[config.mk]
export PLATFORM = sky130hd
export DESIGN_NAME = symbol_slicer
export DESIGN_NICKNAME = d
export VERILOG_FILES = /design/src/rtl/symbol_slicer_pkg.sv /design/src/rtl/symbol_correlator.sv /design/src/rtl/symbol_slicer.sv
export SDC_FILE = /design/constraint.sdc
export NUM_CORES = 1
export LEC_CHECK = 0
export ABC_AREA = 1
export ABC_CLOCK_PERIOD_IN_PS = 2800
export CAP_MARGIN = 20
export CORE_UTILIZATION = 50
export DETAILED_ROUTE_END_ITERATION = 7
export GPL_TIMING_DRIVEN = 0
export HOLD_SLACK_MARGIN = 0.08
export PLACE_DENSITY_LB_ADDON = 0.08
export RECOVER_POWER = 100
export SLEW_MARGIN = 30
export SYNTH_ARGS = -nofsm -noshare
export SYNTH_HDL_FRONTEND = slang
export SYNTH_SLANG_ARGS = --single-unit
[constraint.sdc]
create_clock -name clk -period 2.8 [get_ports clk]
set_clock_uncertainty 0.05 [all_clocks]
set_input_delay 0.42 -clock clk [delete_from_list [all_inputs] [get_ports clk]]
set_output_delay 0.42 -clock clk [all_outputs]
set_load 0.1 [all_outputs]
[src/rtl/symbol_slicer_pkg.sv]
// Shared constants and state type for the symbol slicer.
// The correlator and the framing FSM both import this package.
package symbol_slicer_pkg;

    localparam int DATA_WIDTH               = 8;
    localparam int WAVELENGTH               = 16;
    localparam int AMPLITUDE                = 254;
    localparam int THRESHOLD                = 0;
    localparam int WAVES_PER_SYMBOL_DEFAULT = 4;

    typedef enum logic [1:0] {
        ST_IDLE,
        ST_ALIGN,
        ST_INTEGRATE
    } slicer_state_e;

endpackage

[src/rtl/symbol_correlator.sv]
// Centres each sample and multiplies it by the carrier reference sign,
// then integrates the products over one symbol.
module symbol_correlator
    import symbol_slicer_pkg::*;
#(
    parameter int CYCLES_PER_SYMBOL = WAVELENGTH * WAVES_PER_SYMBOL_DEFAULT
) (
    input  logic                  clk,
    input  logic                  rst_n,
    input  logic [DATA_WIDTH-1:0] signal,
    input  logic [15:0]           phase,
    input  logic [15:0]           ref_offset,
    input  logic                  integrate,
    output logic                  aligned_zero,
    output logic                  sym_done,
    output logic                  sym_bit
);

    localparam int CEN_W = DATA_WIDTH + 1;
    localparam int ACC_W = DATA_WIDTH + 1 + $clog2(CYCLES_PER_SYMBOL) + 1;
    localparam int CNT_W = $clog2(CYCLES_PER_SYMBOL) + 1;

    logic signed [CEN_W-1:0] centered_d, centered_q;
    logic        [15:0]      aligned_d, aligned_q;
    logic signed [ACC_W-1:0] acc_d, acc_q;
    logic signed [ACC_W-1:0] product, sum;
    logic        [CNT_W-1:0] count_d, count_q;
    logic        [17:0]      phase_ext;

    always_comb begin
        centered_d = signed'({1'b0, signal}) - signed'(CEN_W'(AMPLITUDE / 2));
        phase_ext  = {2'b00, phase} + 18'(WAVELENGTH) - {2'b00, ref_offset};
        aligned_d  = 16'(phase_ext % 18'(WAVELENGTH));

        product = (aligned_q < 16'(WAVELENGTH / 2)) ? ACC_W'(centered_q)
                                                     : -ACC_W'(centered_q);
        sum     = acc_q + product;

        aligned_zero = (aligned_q == '0);
        sym_done     = integrate && (count_q == CNT_W'(CYCLES_PER_SYMBOL - 1));
        sym_bit      = (sum >= ACC_W'(THRESHOLD));

        // Clearing on the final sample lets the next symbol start without a gap.
        acc_d   = acc_q;
        count_d = count_q;
        if (!integrate || sym_done) begin
            acc_d   = '0;
            count_d = '0;
        end else begin
            acc_d   = sum;
            count_d = count_q + CNT_W'(1);
        end
    end

    always_ff @(posedge clk or negedge rst_n) begin
        if (!rst_n) begin
            centered_q <= '0;
            aligned_q  <= '0;
            acc_q      <= '0;
            count_q    <= '0;
        end else begin
            centered_q <= centered_d;
            aligned_q  <= aligned_d;
            acc_q      <= acc_d;
            count_q    <= count_d;
        end
    end

endmodule

[src/rtl/symbol_slicer.sv]
// Framing FSM and output handshake around the symbol correlator; turns a
// carrier-modulated sample stream into decided bits.
module symbol_slicer
    import symbol_slicer_pkg::*;
#(
    parameter int WAVES_PER_SYMBOL  = WAVES_PER_SYMBOL_DEFAULT,
    parameter int CYCLES_PER_SYMBOL = WAVELENGTH * WAVES_PER_SYMBOL
) (
    input  logic                  clk,
    input  logic                  rst_n,
    input  logic [DATA_WIDTH-1:0] signal,
    input  logic [15:0]           phase,
    input  logic [15:0]           offset,
    input  logic                  offset_valid,
    output logic                  bit_out,
    output logic                  bit_valid,
    input  logic                  bit_ready,
    output logic                  locked,
    output logic                  overrun
);

    slicer_state_e state_d, state_q;
    logic [15:0]   offset_d, offset_q;
    logic          bit_out_d, bit_out_q;
    logic          bit_valid_d, bit_valid_q;
    logic          locked_d, locked_q;
    logic          overrun_d, overrun_q;
    logic          integrate;
    logic          aligned_zero;
    logic          sym_done;
    logic          sym_bit;

    assign integrate = offset_valid &&
                       ((state_q == ST_INTEGRATE) ||
                        ((state_q == ST_ALIGN) && aligned_zero));

    symbol_correlator #(
        .CYCLES_PER_SYMBOL(CYCLES_PER_SYMBOL)
    ) u_correlator (
        .clk         (clk),
        .rst_n       (rst_n),
        .signal      (signal),
        .phase       (phase),
        .ref_offset  (offset_q),
        .integrate   (integrate),
        .aligned_zero(aligned_zero),
        .sym_done    (sym_done),
        .sym_bit     (sym_bit)
    );

    always_comb begin
        state_d     = state_q;
        offset_d    = offset_q;
        bit_out_d   = bit_out_q;
        bit_valid_d = bit_valid_q;
        overrun_d   = overrun_q;

        case (state_q)
            ST_IDLE: begin
                if (offset_valid) begin
                    state_d  = ST_ALIGN;
                    offset_d = offset;
                end
            end
            ST_ALIGN: begin
                if (!offset_valid) begin
                    state_d = ST_IDLE;
                end else if (aligned_zero) begin
                    state_d = ST_INTEGRATE;
                end
            end
            ST_INTEGRATE: begin
                if (!offset_valid) begin
                    state_d = ST_IDLE;
                end
            end
            default: state_d = ST_IDLE;
        endcase

        // A fresh decision wins over a same-cycle consume; only an unread bit counts as overrun.
        if (bit_valid_q && bit_ready) begin
            bit_valid_d = 1'b0;
        end
        if (sym_done) begin
            if (bit_valid_q && !bit_ready) begin
                overrun_d = 1'b1;
            end
            bit_out_d   = sym_bit;
            bit_valid_d = 1'b1;
        end

        locked_d = (state_d == ST_INTEGRATE);
    end

    always_ff @(posedge clk or negedge rst_n) begin
        if (!rst_n) begin
            state_q     <= ST_IDLE;
            offset_q    <= '0;
            bit_out_q   <= 1'b0;
            bit_valid_q <= 1'b0;
            locked_q    <= 1'b0;
            overrun_q   <= 1'b0;
        end else begin
            state_q     <= state_d;
            offset_q    <= offset_d;
            bit_out_q   <= bit_out_d;
            bit_valid_q <= bit_valid_d;
            locked_q    <= locked_d;
            overrun_q   <= overrun_d;
        end
    end

    assign bit_out   = bit_out_q;
    assign bit_valid = bit_valid_q;
    assign locked    = locked_q;
    assign overrun   = overrun_q;

endmodule

======== Yosys cells after proc, flatten, opt, wreduce, memory -nomap -nowiden ========
Index checks and enable logic that the tools add are counted.
storage, ports and cells
  word-level logic and storage cells ...... 46
  bits in registers ....................... 46
  output and inout port bits .............. 4
  input bits .............................. 44
operators by class
  magnitude comparators ................... 2
  muxes and demuxes ....................... 10
  eq/ne operators ......................... 4
  reduce and logical (&&, ||, !) cells .... 14
  add/subtract/negate cells ............... 6
operator list
  kind                                                                 count
  two-way mux 16 bit                                                   2
  adder 16 bit                                                         1
  greater-or-equal comparator 16 x 1 -> 1 bit (second input constant)  1
  logical NOT 16 bit                                                   1
  negator 9 -> 16 bit                                                  1
  subtractor 8 x 7 -> 9 bit (second input constant)                    1
  two-way mux 2 bit                                                    4
  adder 7 x 1 -> 7 bit (second input constant)                         1
  == test 7 x 6 -> 1 bit (second input constant)                       1
  two-way mux 7 bit                                                    1
  one-hot mux 2 bit (3 select lines)                                   1
  logical AND 1 bit                                                    5
  adder 4 x 1 -> 4 bit (second input constant)                         1
  == test 2 bit (second input constant)                                2
  less-than comparator 4 bit (second input constant)                   1
  AND reduction 2 bit                                                  2
  subtractor 4 bit                                                     1
  == test 2 x 1 -> 1 bit (second input constant)                       1
  logical NOT 1 bit                                                    2
  logical NOT 2 bit                                                    1
  logical OR 1 bit                                                     2
  two-way mux 1 bit                                                    2
  nonzero test 2 bit                                                   1

======== Logic depth before layout (Yosys ltp) ========
Gate-level depths: netlist of run 1.
  word-level depth ........................ 7
  depth in mapped cells ................... 20
  mapped depth without buffers ............ 20

======== Cells and area by module ========
From an unflattened synthesis of run 1, not the netlist that was laid out.
second synthesis, totals
  cells, all modules ...................... 409
  area, all modules ....................... 3,375.7 um^2
by module, submodules not included
  module             cells an instance  area an instance (um^2)  times used  seq. area each (um^2)
  symbol_correlator  315                2,501.1                  1           900.9
  symbol_slicer      94                 874.6                    1           550.5

======== Worst setup path before layout of run 1 ========
Ideal clock, no wire load.
  path kind ............................... register -> register
  start point ............................. register u_correlator.centered_q[0]
  end point ............................... register bit_out_q (netlist: bit_out)
  path slack .............................. 0.386 ns
  clock period less this slack ............ 2.414 ns
  library setup time ...................... 0.120 ns
  buffers on the path ..................... 0
  data required time ...................... 2.630 ns
  stages on the path, launching flop included .. 20
  arrival time ............................ 2.245 ns
  path through ............................ dfrtp_1 -> inv_1 -> ha_1 -> nand2_1 -> nor3_1 -> nand3_1 -> nand2_1 -> xor2_1 -> inv_1 -> ha_1 -> nand2_1 -> nand2_1 -> nand2_1 -> nand2_1 -> nand2_1 -> nand2_1 -> a21oi_1 -> nand2_2 -> nand3_1 -> nand2_1
on the way
  word-level cells in the longest chain between the ends .. 4
ends and longest elaborated chain
  element                                          RTL line                 RTL
  start: declaration                               symbol_correlator.sv:23  logic signed [CEN_W-1:0] centered_d, centered_q;
  start signal: assignment                         symbol_correlator.sv:62  centered_q <= centered_d;
  negator 9 -> 16 bit                              symbol_correlator.sv:36  : -ACC_W'(centered_q);
  two-way mux 16 bit (*)                           symbol_correlator.sv:35  product = (aligned_q < 16'(WAVELENGTH / 2)) ? ACC_W'(centered_q)
  adder 16 bit (*)                                 symbol_correlator.sv:37  sum = acc_q + product;
  greater-or-equal comparator 16 x 1 -> 1 bit (*)  symbol_correlator.sv:41  sym_bit = (sum >= ACC_W'(THRESHOLD));
  end signal: assignment                           symbol_slicer.sv:106     bit_out_q <= bit_out_d;
  end: declaration                                 symbol_slicer.sv:24      logic bit_out_d, bit_out_q;
Every way passes the cells marked *; elsewhere a longest branch is shown, timed or not.
A chain may end at the register's enable or synchronous reset.

======== Worst setup path after layout of run 1 ========
  start point ............................. register u_correlator.centered_q[1]
  end point ............................... register bit_out_q (netlist: bit_out)
The elaborated chain is that of the path after synthesis.

==> run_results.csv, run 1 <==
group,metric,value,unit
clock_network,clock-sinks,46,
setup_path,reg2reg_from,"u_correlator.centered_q[1]",
detailed_routing,drtIter0Drc,74,
synth,synth_area_leader_cell,"dfrtp_1",
setup_path,cpMostUsedCell,"nand2_2",
final_layout,antenna_cells,0,
synth,synth_area_leaders,"dfrtp_1 (39%), ha_1 (10%), nand2_1 (9.3%), inv_1 (7.6%), nor2_1 (5.1%)",
sta,hold_viol,0,
synth,synth.distinct_cells,34,
die,core_area,0.00561,mm2
power,vdd_ir_drop_max,0.395,mV
synth,synth_top_area_share,0.390,
worst_hold_path,hold_class,"in2async",
power,p_leak,1.77,nW
setup_path,cp-start-kind,"flip-flop",
grt,track_usage,0.207,
sta,min_period,2630,ps
outcome,status,"finished clean",
setup_path,critPathMaxFanout,5,
sta,final-setup-viol-count,0,
detailed_routing,drt-total-wl,5650,um
clock_network,cts-root-buf,"clkbuf_8",
final_layout,fin_util,0.603,
placement,dp.cells,459,
die,start_util,0.526,
die,die_h,78.8,um
grt,grt_pass1_wl,9870,um
grt,grt_pass1_vias,2340,
detailed_routing,antenna_left,0,
setup_path,rr_worst_depth,15,
final_layout,drive_above_1_share,0.118,
clock_network,insertion_delay,300,ps
setup_path,end_kind,"flip-flop",
detailed_routing,wl_per_cell,12.1,um
grt,grt_antenna_before_repair,0,
detailed_routing,vias_per_cell,4.94,
placement,routabilityCongestion,0.830,
clock_network,ctsHoldBuffers,0,
grt,overflow,0,
sta,timing.hold.ws,288,ps
clock_network,clk_pin_slew,90,ps
clock_network,cts_max_path_buffers,2,
placement,dp_hpwl,4340,um
detailed_routing,route.detailed.drc,0,
grt,grt_max_degree,47,
flow_run,max_cap_violations,0,
sta,period_share,0.940,
synth,synthCells,364,
clock_network,h-tree-depth,2,
synth,syn-num-nets,434,
final_layout,syn_to_final_growth,14.6,%
clock_network,cts_tree,"yes",
setup_path,crit_start,"u_correlator.centered_q[1]",
placement,post_dp_cell_area,0.00327,mm2
die,io_pins,48,
clock_network,cts-buffers-inserted,5,
synth,yosysSeqAreaShare,0.390,
setup_path,path_cells,"inv_1 -> ha_2 -> nand2_2 -> nor3_2 -> or2_2 -> xor2_1 -> ha_1 -> nand2_2 -> inv_1 -> a21oi_2 -> nand2_2 -> a21oi_1 -> nand2_2 -> nand3_1 -> nand2_1",
synth,synth.cell_area,0.00295,mm2
die,die_area,0.00621,mm2
final_layout,post-route-cell-area,0.00338,mm2
sta,slew_violations,0,
final_layout,instances_no_fill,469,
sta,fmax,380,MHz
die,fp.dieW,78.8,um
final_layout,nets,466,
setup_path,path_class,"reg2reg",
setup_path,reg2reg_slack,170,ps
synth,avgSynthCellArea,8.10,um2
setup_path,worstReg2RegEnd,"bit_out",
setup_path,endpoint,"bit_out",
setup_path,cp.required,2950,ps
placement,io_buffers,23,
setup_path,arrival,2780,ps
synth,synth_seq_cells,46,
detailed_routing,drt_first_pass_iters,4,
sta,slew_headroom,0.229,
synth,yosysWarnings,0,
power,p_per_area,662,mW/mm2
sta,tightest_slew,1160,ps
detailed_routing,vias,2317,
setup_path,cpPeakStageDelay,370,ps
die,rows,27,
setup_path,cp_slowest_cell,"dfrtp_1",
[where the power goes]
group	switching, W	total, W	internal, W
Sequential	0.0000413	0.000783	0.000742
Combinational	0.000629	0.00102	0.000391
Clock	0.000234	0.000433	0.000199
[logic make-up after synthesis]
group                    Yosys count  share of synthesized area
flip-flops                        46                      0.390
XOR/XNOR                          18                     0.0535
buffers and inverters             64                     0.0866
AND/OR/NAND/NOR                  163                      0.253
AO/OA/AOI/OAI                     45                     0.0933
adder cells (fa/ha/maj)           26                      0.115
multiplexers                       2                    0.00764
[how the worst min path moves through the flow]
stage	endpoint	slack, ps	cells past startpoint
after floorplan	bit_out	70	0
after global placement	u_correlator.count_q[0]	400	1
after detailed placement	u_correlator.centered_q[6]	420	1
after CTS	u_correlator.acc_q[8]	80	1
after global routing	u_correlator.centered_q[6]	390	1
final	u_correlator.centered_q[6]	290	1
[metal layers]
layer	global-route usage	routed length, um	vias to the layer above	share of wire
met5	0	0	-	0
met4	0.0796	53	0	0.0094
met3	0.0391	157	5	0.028
met2	0.374	2850	32	0.50
met1	0.240	2600	1075	0.46
li1	-	-	1205	-
[critical path: cells and delay by family (launching register included)]
family | cells | cell delay, ps
adders and majority gates | 2 | 540
DFF | 1 | 370
AOI/OAI and AO/OA | 2 | 330
buffers and inverters | 2 | 160
xor gates and xnor gates | 1 | 170
and+or+nand+nor | 8 | 910
[final cells by class]
| class | instances | area, um2 |
|---|---|---|
| Buffer | 2 | 15.0 |
| Clock buffer | 6 | 82.6 |
| Clock inverter | 2 | 12.5 |
| Fill cell | 547 | 2230 |
| Inverter | 62 | 233 |
| Multi-Input combinational cell | 254 | 1560 |
| Sequential cell | 46 | 1150 |
| Tap cell | 72 | 90.1 |
| Timing Repair Buffer | 25 | 240 |
[synth_stat cells (all sizes together)]
cell type  number
or2             1
o21bai          4
ha             24
o31ai           1
dfrtp          46
nor3b           1
nor2           47
nand4           1
nand3b          1
inv            62
o21ai          10
a31oi           1
fa              2
and2            2
o21a            3
mux2            2
xor2           14
o22ai           1
nand3          23
nand2          82
nor3            5
a21o            2
xnor2           4
buf             2
a21oi          23
[per-stage QoR]
step	power [W]	setup TNS, ps	worst slack, ps
CTS	0.00225	0	30.1
finish	0.00224	0	167
global route	0.00244	-73.8	-40.7
global placement	0.00178	-3970	-89.8
detailed placement	0.00181	0	19.6
floorplan	0.00158	0	386
[what timing repair did]
action / in CTS / in global routing
resized for setup: 0 / 9
cloned: 0 / 0
pin swaps: 1 / 2
buffers inserted: 2 / 0
endpoints found under the setup margin: 1 / 8
[sequential cells by signal, indices dropped and copies added, names as in the netlist]
signal	cells
u_correlator.aligned_q	4
offset_q	4
u_correlator.centered_q	9
overrun	1
locked	1
u_correlator.acc_q	16
bit_out	1
bit_valid	1
u_correlator.count_q	7
state_q	2
[cells in the final DEF (no fill, tap or decap), types with 2 or more instances in the layout]
cell type         n
nand2_1          72
inv_1            61
dfrtp_1          46
nor2_1           40
ha_1             21
a21oi_1          19
nand3_1          19
xor2_1           14
clkdlybuf4s50_1  14
nand2_2           9
o21ai_0           8
dlygate4sd3_1     8
nor2_2            6
clkbuf_8          6
xnor2_1           4
nand3_2           4
nor3_1            4
o21bai_1          4
a21oi_2           4
o21a_1            3
a21o_1            2
o21ai_2           2
mux2_2            2
fa_1              2
ha_2              2
buf_4             2
(Power assumes the default switching activity.)
==> run 2: changes to the inputs <==
--- a/config.mk
+++ b/config.mk
@@ -6,14 +6,15 @@
 export NUM_CORES = 1
 export LEC_CHECK = 0
 export ABC_AREA = 1
-export ABC_CLOCK_PERIOD_IN_PS = 2800
+export ABC_CLOCK_PERIOD_IN_PS = 2300
 export CAP_MARGIN = 20
-export CORE_UTILIZATION = 50
+export CORE_UTILIZATION = 49
 export DETAILED_ROUTE_END_ITERATION = 7
 export GPL_TIMING_DRIVEN = 0
 export HOLD_SLACK_MARGIN = 0.08
 export PLACE_DENSITY_LB_ADDON = 0.08
 export RECOVER_POWER = 100
+export REMOVE_ABC_BUFFERS = 1
 export SLEW_MARGIN = 30
 export SYNTH_ARGS = -nofsm -noshare
 export SYNTH_HDL_FRONTEND = slang
==> constraint.sdc (replaced) <==
create_clock -name clk -period 2.3 [get_ports clk]
set_clock_uncertainty 0.05 [all_clocks]
set_input_delay 0.345 -clock clk [delete_from_list [all_inputs] [get_ports clk]]
set_output_delay 0.345 -clock clk [all_outputs]
set_load 0.1 [all_outputs]
==> run 2 against run 1 <==
Against the previous run:
- the flow now finishes with violations (negative setup slack)
- fmax grew 7.7%
- global-route usage shrank 0.85 points
- register-to-register slack lost 310 ps
- worst setup slack lost 310 ps
- critical path type unchanged
- power grew 40%
- critical path depth grew 5
- non-clock buffer count grew 8
- clock-buffer cell count is the same
- hold slack gained 130 ps
- flip-flop and latch count is the same
- via count grew 2.2%
==> run_results.csv, run 2 (synthesized netlist as in run 1, its figures left out) <==
group,metric,value,unit
clock_network,clock-sinks,46,
flow_run,max_cap_violations,0,
setup_path,worstReg2RegEnd,"bit_out",
sta,hold_viol,0,
clock_network,insertion_delay,300,ps
detailed_routing,route.detailed.drc,0,
setup_path,path_class,"reg2reg",
placement,io_buffers,23,
setup_path,cp-start-kind,"flip-flop",
grt,grt_pass1_vias,2222,
final_layout,nets,474,
clock_network,h-tree-depth,2,
sta,slew_violations,0,
die,core_area,0.00564,mm2
setup_path,cp.required,2460,ps
detailed_routing,wl_per_cell,12.7,um
sta,min_period,2440,ps
die,die_area,0.00633,mm2
grt,track_usage,0.198,
detailed_routing,antenna_left,0,
sta,postLayoutSetupSlackWorst,-144,ps
setup_path,reg2reg_from,"u_correlator.centered_q[0]",
clock_network,clk_pin_slew,90,ps
placement,dp_hpwl,4080,um
die,start_util,0.523,
final_layout,final_common_cell,"nand2_1",
setup_path,cpPeakStageDelay,400,ps
sta,period_share,1.06,
clock_network,cts_max_path_buffers,2,
clock_network,cts_tree,"yes",
worst_hold_path,min_from,"u_correlator.count_q[0]",
setup_path,critPathMaxFanout,5,
setup_path,cpMostUsedCell,"nand2_2",
detailed_routing,vias_per_cell,4.96,
final_layout,regMostFlops,"u_correlator.acc_q",
sta,slew_headroom,0.355,
setup_path,endpoint,"bit_out",
grt,grt_antenna_before_repair,0,
power,vdd_ir_drop_max,0.535,mV
sta,fmax,409,MHz
final_layout,drive_above_1_share,0.259,
clock_network,cts-buffers-inserted,5,
setup_path,cp_top_family,"simple AND/OR/NAND/NOR gates",
outcome,violations,"negative setup slack",
grt,overflow,0,
final_layout,fillCellCount,487,
final_layout,syn_to_final_growth,26.8,%
setup_path,end_kind,"flip-flop",
setup_path,rr_worst_depth,20,
sta,tightest_slew,965,ps
detailed_routing,vias,2368,
setup_path,reg2reg_slack,-140,ps
final_layout,final_cell_mix,"nand2_1 (58), inv_1 (53), dfrtp_1 (45)",
grt,grt_pass1_wl,9560,um
die,fp.dieW,79.6,um
setup_path,path_cells,"inv_2 -> ha_4 -> nand2_4 -> nor3_4 -> nand3_2 -> nand2_2 -> xor2_2 -> inv_2 -> ha_4 -> nand2_2 -> nand2_2 -> nand2_2 -> nand2_2 -> nand2_2 -> nand2_2 -> inv_2 -> nand2_2 -> nand2_2 -> nand3_2 -> nand2_1",
final_layout,largest_reg_flops,16,
final_layout,multi_input_area,0.00185,mm2
placement,routabilityCongestion,0.805,
detailed_routing,drt-total-wl,6040,um
grt,grt_max_degree,47,
die,rows,27,
clock_network,cts-root-buf,"clkbuf_8",
final_layout,antenna_cells,0,
sta,final-setup-viol-count,9,
sta,tns,-815,ps
setup_path,crit_start,"u_correlator.centered_q[0]",
setup_path,arrival,2600,ps
detailed_routing,drt_first_pass_iters,4,
worst_hold_path,hold_class,"reg2reg",
sta,timing.hold.ws,415,ps
power,p_leak,1.82,nW
power,p_per_area,836,mW/mm2
setup_path,crit_cells,20,
die,io_pins,48,
final_layout,seqCellArea,0.00115,mm2
outcome,status,"complete, but fails checks",
final_layout,top_regs,"u_correlator.acc_q: 16 flops, u_correlator.centered_q: 9 flops, u_correlator.count_q: 7 flops",
setup_path,path_buf_inv,3,
die,die_h,79.6,um
detailed_routing,drtIter0Drc,101,
setup_path,cp_slowest_cell,"dfrtp_1",
sta,rsz0062_at_grt,"yes",
==> run 2: changes by cell type in the layout (fill, tap and decap cells not counted), moves of 7 or more <==
cell     delta
buf_4       +9
ha_1        -9
inv_1       -8
inv_2       +7
nand2_1    -14
nand2_2    +10
==> run 2: timing repair <==
item / CTS / global route
setup buffers: 6 / 5
gates resized for setup: 25 / 52
pin swaps: 17 / 29
hold buffers: 1 / 0
endpoints found under the setup margin: 10 / 11
hold endpoints to repair: 46 / 0
==> run 2: cell type report <==
| cell class | count | area share |
|---|---|---|
| multi-input cells | 254 | 0.495 |
| repair buffers | 35 | 0.0867 |
| well taps | 72 | 0.0241 |
| clock inverters | 2 | 0.00368 |
| inverters | 62 | 0.0629 |
| clock buffers | 6 | 0.0194 |
| flip-flops and latches | 46 | 0.308 |
==> run 2: how the worst min path moves through the flow <==
stage                     cells after the start                       to  slack, ps
after detailed placement                      1    u_correlator.acc_q[5]        340
after floorplan                               0                  bit_out       -0.6
after CTS                                     1  u_correlator.count_q[0]        420
final                                         1  u_correlator.count_q[0]        410
after global placement                        1  u_correlator.count_q[0]        400
after global routing                          2                  bit_out        450
==> run 2: per-layer routing <==
metal	wire (um)	up-vias	GRT usage
met3	195	12	0.0377
li1	-	1221	-
met2	3060	40	0.350
met1	2640	1095	0.241
met4	140	0	0.0618
met5	0	-	0
==> run 2: where the power goes <==
part	internal, W	switching (W)
logic	0.000690	0.000944
registers	0.000905	0.0000835
clock network	0.000215	0.000288
==> run 2: metrics by stage <==
stage | instance area, um2 | utilization | instances | setup WS (ps) | total power (W)
final | 3740 | 0.663 | 477 | -144 | 0.00313
after global routing | 3740 | 0.663 | 477 | -307 | 0.00335
after CTS | 3490 | 0.619 | 472 | -201 | 0.00282
after detailed placement | 3240 | 0.575 | 457 | -463 | 0.00217
after global placement | 3250 | 0.576 | 457 | -516 | 0.00214
after floorplan | 2930 | - | 362 | -116 | 0.00190
==> run 3: changes to the inputs <==
--- a/config.mk
+++ b/config.mk
@@ -6,7 +6,7 @@
 export NUM_CORES = 1
 export LEC_CHECK = 0
 export ABC_AREA = 1
-export ABC_CLOCK_PERIOD_IN_PS = 2300
+export ABC_CLOCK_PERIOD_IN_PS = 2200
 export CAP_MARGIN = 20
 export CORE_UTILIZATION = 49
 export DETAILED_ROUTE_END_ITERATION = 7
@@ -19,3 +19,4 @@
 export SYNTH_ARGS = -nofsm -noshare
 export SYNTH_HDL_FRONTEND = slang
 export SYNTH_SLANG_ARGS = --single-unit
+export TNS_END_PERCENT = 50
==> constraint.sdc (replaced) <==
create_clock -name clk -period 2.2 [get_ports clk]
set_clock_uncertainty 0.05 [all_clocks]
set_input_delay 0.33 -clock clk [delete_from_list [all_inputs] [get_ports clk]]
set_output_delay 0.33 -clock clk [all_outputs]
set_load 0.1 [all_outputs]
==> run 3 against run 2 <==
Against the previous run:
- the run still ends with negative setup slack left
- clock-buffer cell count unchanged
- combinational power is essentially flat
- power increased by 1.6%
- first-iteration DRC count fell by 39%
- global-route usage barely moved
- critical endpoint unchanged
- die area unchanged
- non-clock buffer count fell by 2
- sequential share of layout area rose by 0.41 points
- worst setup slack got worse by 100 ps
- utilization is 0.86 points lower
==> run_results.csv, run 3 (synthesized netlist as in run 1, its figures left out) <==
group,metric,value,unit
die,start_util,0.523,
placement,dp.cells,457,
detailed_routing,wl_per_cell,12.3,um
sta,final-setup-viol-count,11,
clock_network,cts_tree,"yes",
setup_path,cp.required,2360,ps
die,io_pins,48,
sta,slew_violations,0,
grt,grt_pass1_wl,9540,um
setup_path,cpMostUsedCell,"nand2_2",
detailed_routing,antenna_left,0,
final_layout,final_common_cell,"nand2_1",
placement,post_dp_cell_area,0.00324,mm2
clock_network,cts-buffers-inserted,5,
grt,grt_pass1_vias,2219,
sta,slew_headroom,0.356,
setup_path,critPathMaxFanout,3,
sta,rsz0062_at_grt,"yes",
clock_network,insertion_delay,300,ps
detailed_routing,vias_per_cell,4.93,
outcome,status,"complete, but fails checks",
flow_run,max_cap_violations,0,
setup_path,cp-start-kind,"flip-flop",
final_layout,top_regs,"u_correlator.acc_q: 16 flops, u_correlator.centered_q: 9 flops, u_correlator.count_q: 7 flops",
sta,tightest_slew,964,ps
placement,post-place-ws,-563,ps
detailed_routing,route.detailed.drc,0,
die,die_area,0.00633,mm2
placement,io_buffers,23,
final_layout,drive_above_1_share,0.241,
final_layout,antenna_cells,0,
power,p_per_area,861,mW/mm2
final_layout,fillCellCount,489,
final_layout,final_cell_mix,"nand2_1 (59), inv_1 (54), dfrtp_1 (45)",
clock_network,clk_pin_slew,90,ps
sta,period_share,1.11,
worst_hold_path,hold_class,"reg2reg",
final_layout,post-route-cell-area,0.00369,mm2
setup_path,cp_slowest_cell,"dfrtp_1",
grt,overflow,0,
setup_path,path_buf_inv,3,
detailed_routing,drtIter0Drc,62,
clock_network,cts_max_path_buffers,2,
die,core_area,0.00564,mm2
grt,grt_antenna_before_repair,0,
die,fp.dieW,79.6,um
final_layout,regMostFlops,"u_correlator.acc_q",
setup_path,cpPeakStageDelay,400,ps
die,die_h,79.6,um
outcome,violations,"negative setup slack",
final_layout,instances_no_fill,475,
detailed_routing,drt-total-wl,5840,um
grt,grt_max_degree,47,
sta,min_period,2450,ps
clock_network,clock-sinks,46,
sta,hold_viol,0,
setup_path,path_cells,"inv_2 -> ha_4 -> nand2_4 -> nor3_4 -> nand3_2 -> buf_6 -> o21a_4 -> ha_4 -> nand2_2 -> nor2_4 -> inv_2 -> nor2_4 -> nand2_1 -> nand2_2 -> nand2_2 -> nand3_2 -> nand2_1",
setup_path,cp_top_family,"simple AND/OR/NAND/NOR gates",
die,rows,27,
sta,tns,-1820,ps
sta,postLayoutSetupSlackWorst,-246,ps
grt,track_usage,0.198,
setup_path,end_kind,"flip-flop",
sta,fmax,409,MHz
detailed_routing,vias,2343,
placement,routabilityCongestion,0.805,
clock_network,cts-root-buf,"clkbuf_8",
setup_path,path_class,"reg2reg",
final_layout,largest_reg_flops,16,
clock_network,h-tree-depth,2,
power,vdd_ir_drop_max,0.559,mV
detailed_routing,drt_first_pass_iters,4,
final_layout,syn_to_final_growth,25.2,%
setup_path,arrival,2600,ps
final_layout,nets,472,
power,p_leak,1.85,nW
placement,dp_hpwl,4080,um
==> run 3: cell count changes in the layout (fill, tap and decap cells not counted), moves of 2 or more <==
cell / previous run / this run
buf_4: 11 / 9
ha_1: 12 / 14
clkdlybuf4s50_1: 20 / 18
dlymetal6s2s_1: 0 / 2
==> run 3: routing by layer <==
layer / share of wire / GRT usage / vias up
li1: - / - / 1220
met1: 0.45 / 0.241 / 1075
met2: 0.50 / 0.350 / 40
met3: 0.031 / 0.0377 / 8
met4: 0.016 / 0.0618 / 0
met5: 0 / 0 / -
==> run 3: final cells by class <==
| type | count | area [um2] | share of cell area |
|---|---|---|---|
| well taps | 72 | 90.1 | 0.0244 |
| multi-input cells | 254 | 1810 | 0.491 |
| repair buffers | 33 | 314 | 0.0851 |
| clock buffers | 6 | 72.6 | 0.0197 |
| inverters | 62 | 235 | 0.0637 |
| clock inverters | 2 | 13.8 | 0.00373 |
| flip-flops and latches | 46 | 1150 | 0.312 |
==> run 3: worst reg2reg max path: stages (launching register included) <==
cell,delay [ps]
dfrtp_1,400
inv_2,80
ha_4,150
nand2_4,60
nor3_4,150
nand3_2,140
buf_6,150
o21a_4,200
ha_4,280
nand2_2,70
nor2_4,130
inv_2,60
nor2_4,130
nand2_1,80
nand2_2,60
nand2_2,70
nand3_2,60
nand2_1,40
==> run 3: final timing paths <==
kind / start / end / slack (ps) / depth (start not counted)
setup / recovery: u_correlator.centered_q[0] / bit_out / -250 / 17
hold / removal: u_correlator.count_q[0] / u_correlator.count_q[0] / 420 / 1
setup reg to reg: u_correlator.centered_q[0] / bit_out / -250 / 17
hold reg to reg: u_correlator.count_q[0] / u_correlator.count_q[0] / 420 / 1
max in group asynchronous: rst_n / u_correlator.aligned_q[3] / 1150 / 2
min in group asynchronous: rst_n / u_correlator.acc_q[3] / 500 / 2
==> run 3: where the power goes <==
group	switching (W)	internal (W)
logic	0.000950	0.000670
clock network	0.000300	0.000225
registers	0.0000858	0.000946
==> run 3: through the flow <==
stage	hold slack (ps)	power, W	utilization
2_1_floorplan	-15.6	0.00199	-
5_1_grt	463	0.00341	0.654
3_5_place_dp	329	0.00227	0.575
4_1_cts	424	0.00293	0.617
3_3_place_gp	404	0.00224	0.576
6_report	416	0.00318	0.654
==> run 3: repair_timing <==
action	4_1_cts	5_1_grt
buffers inserted	5	4
pin swaps	17	28
gates resized for setup	25	45
setup endpoints to repair	11	15
hold buffers	1	0
hold endpoints to repair	46	0
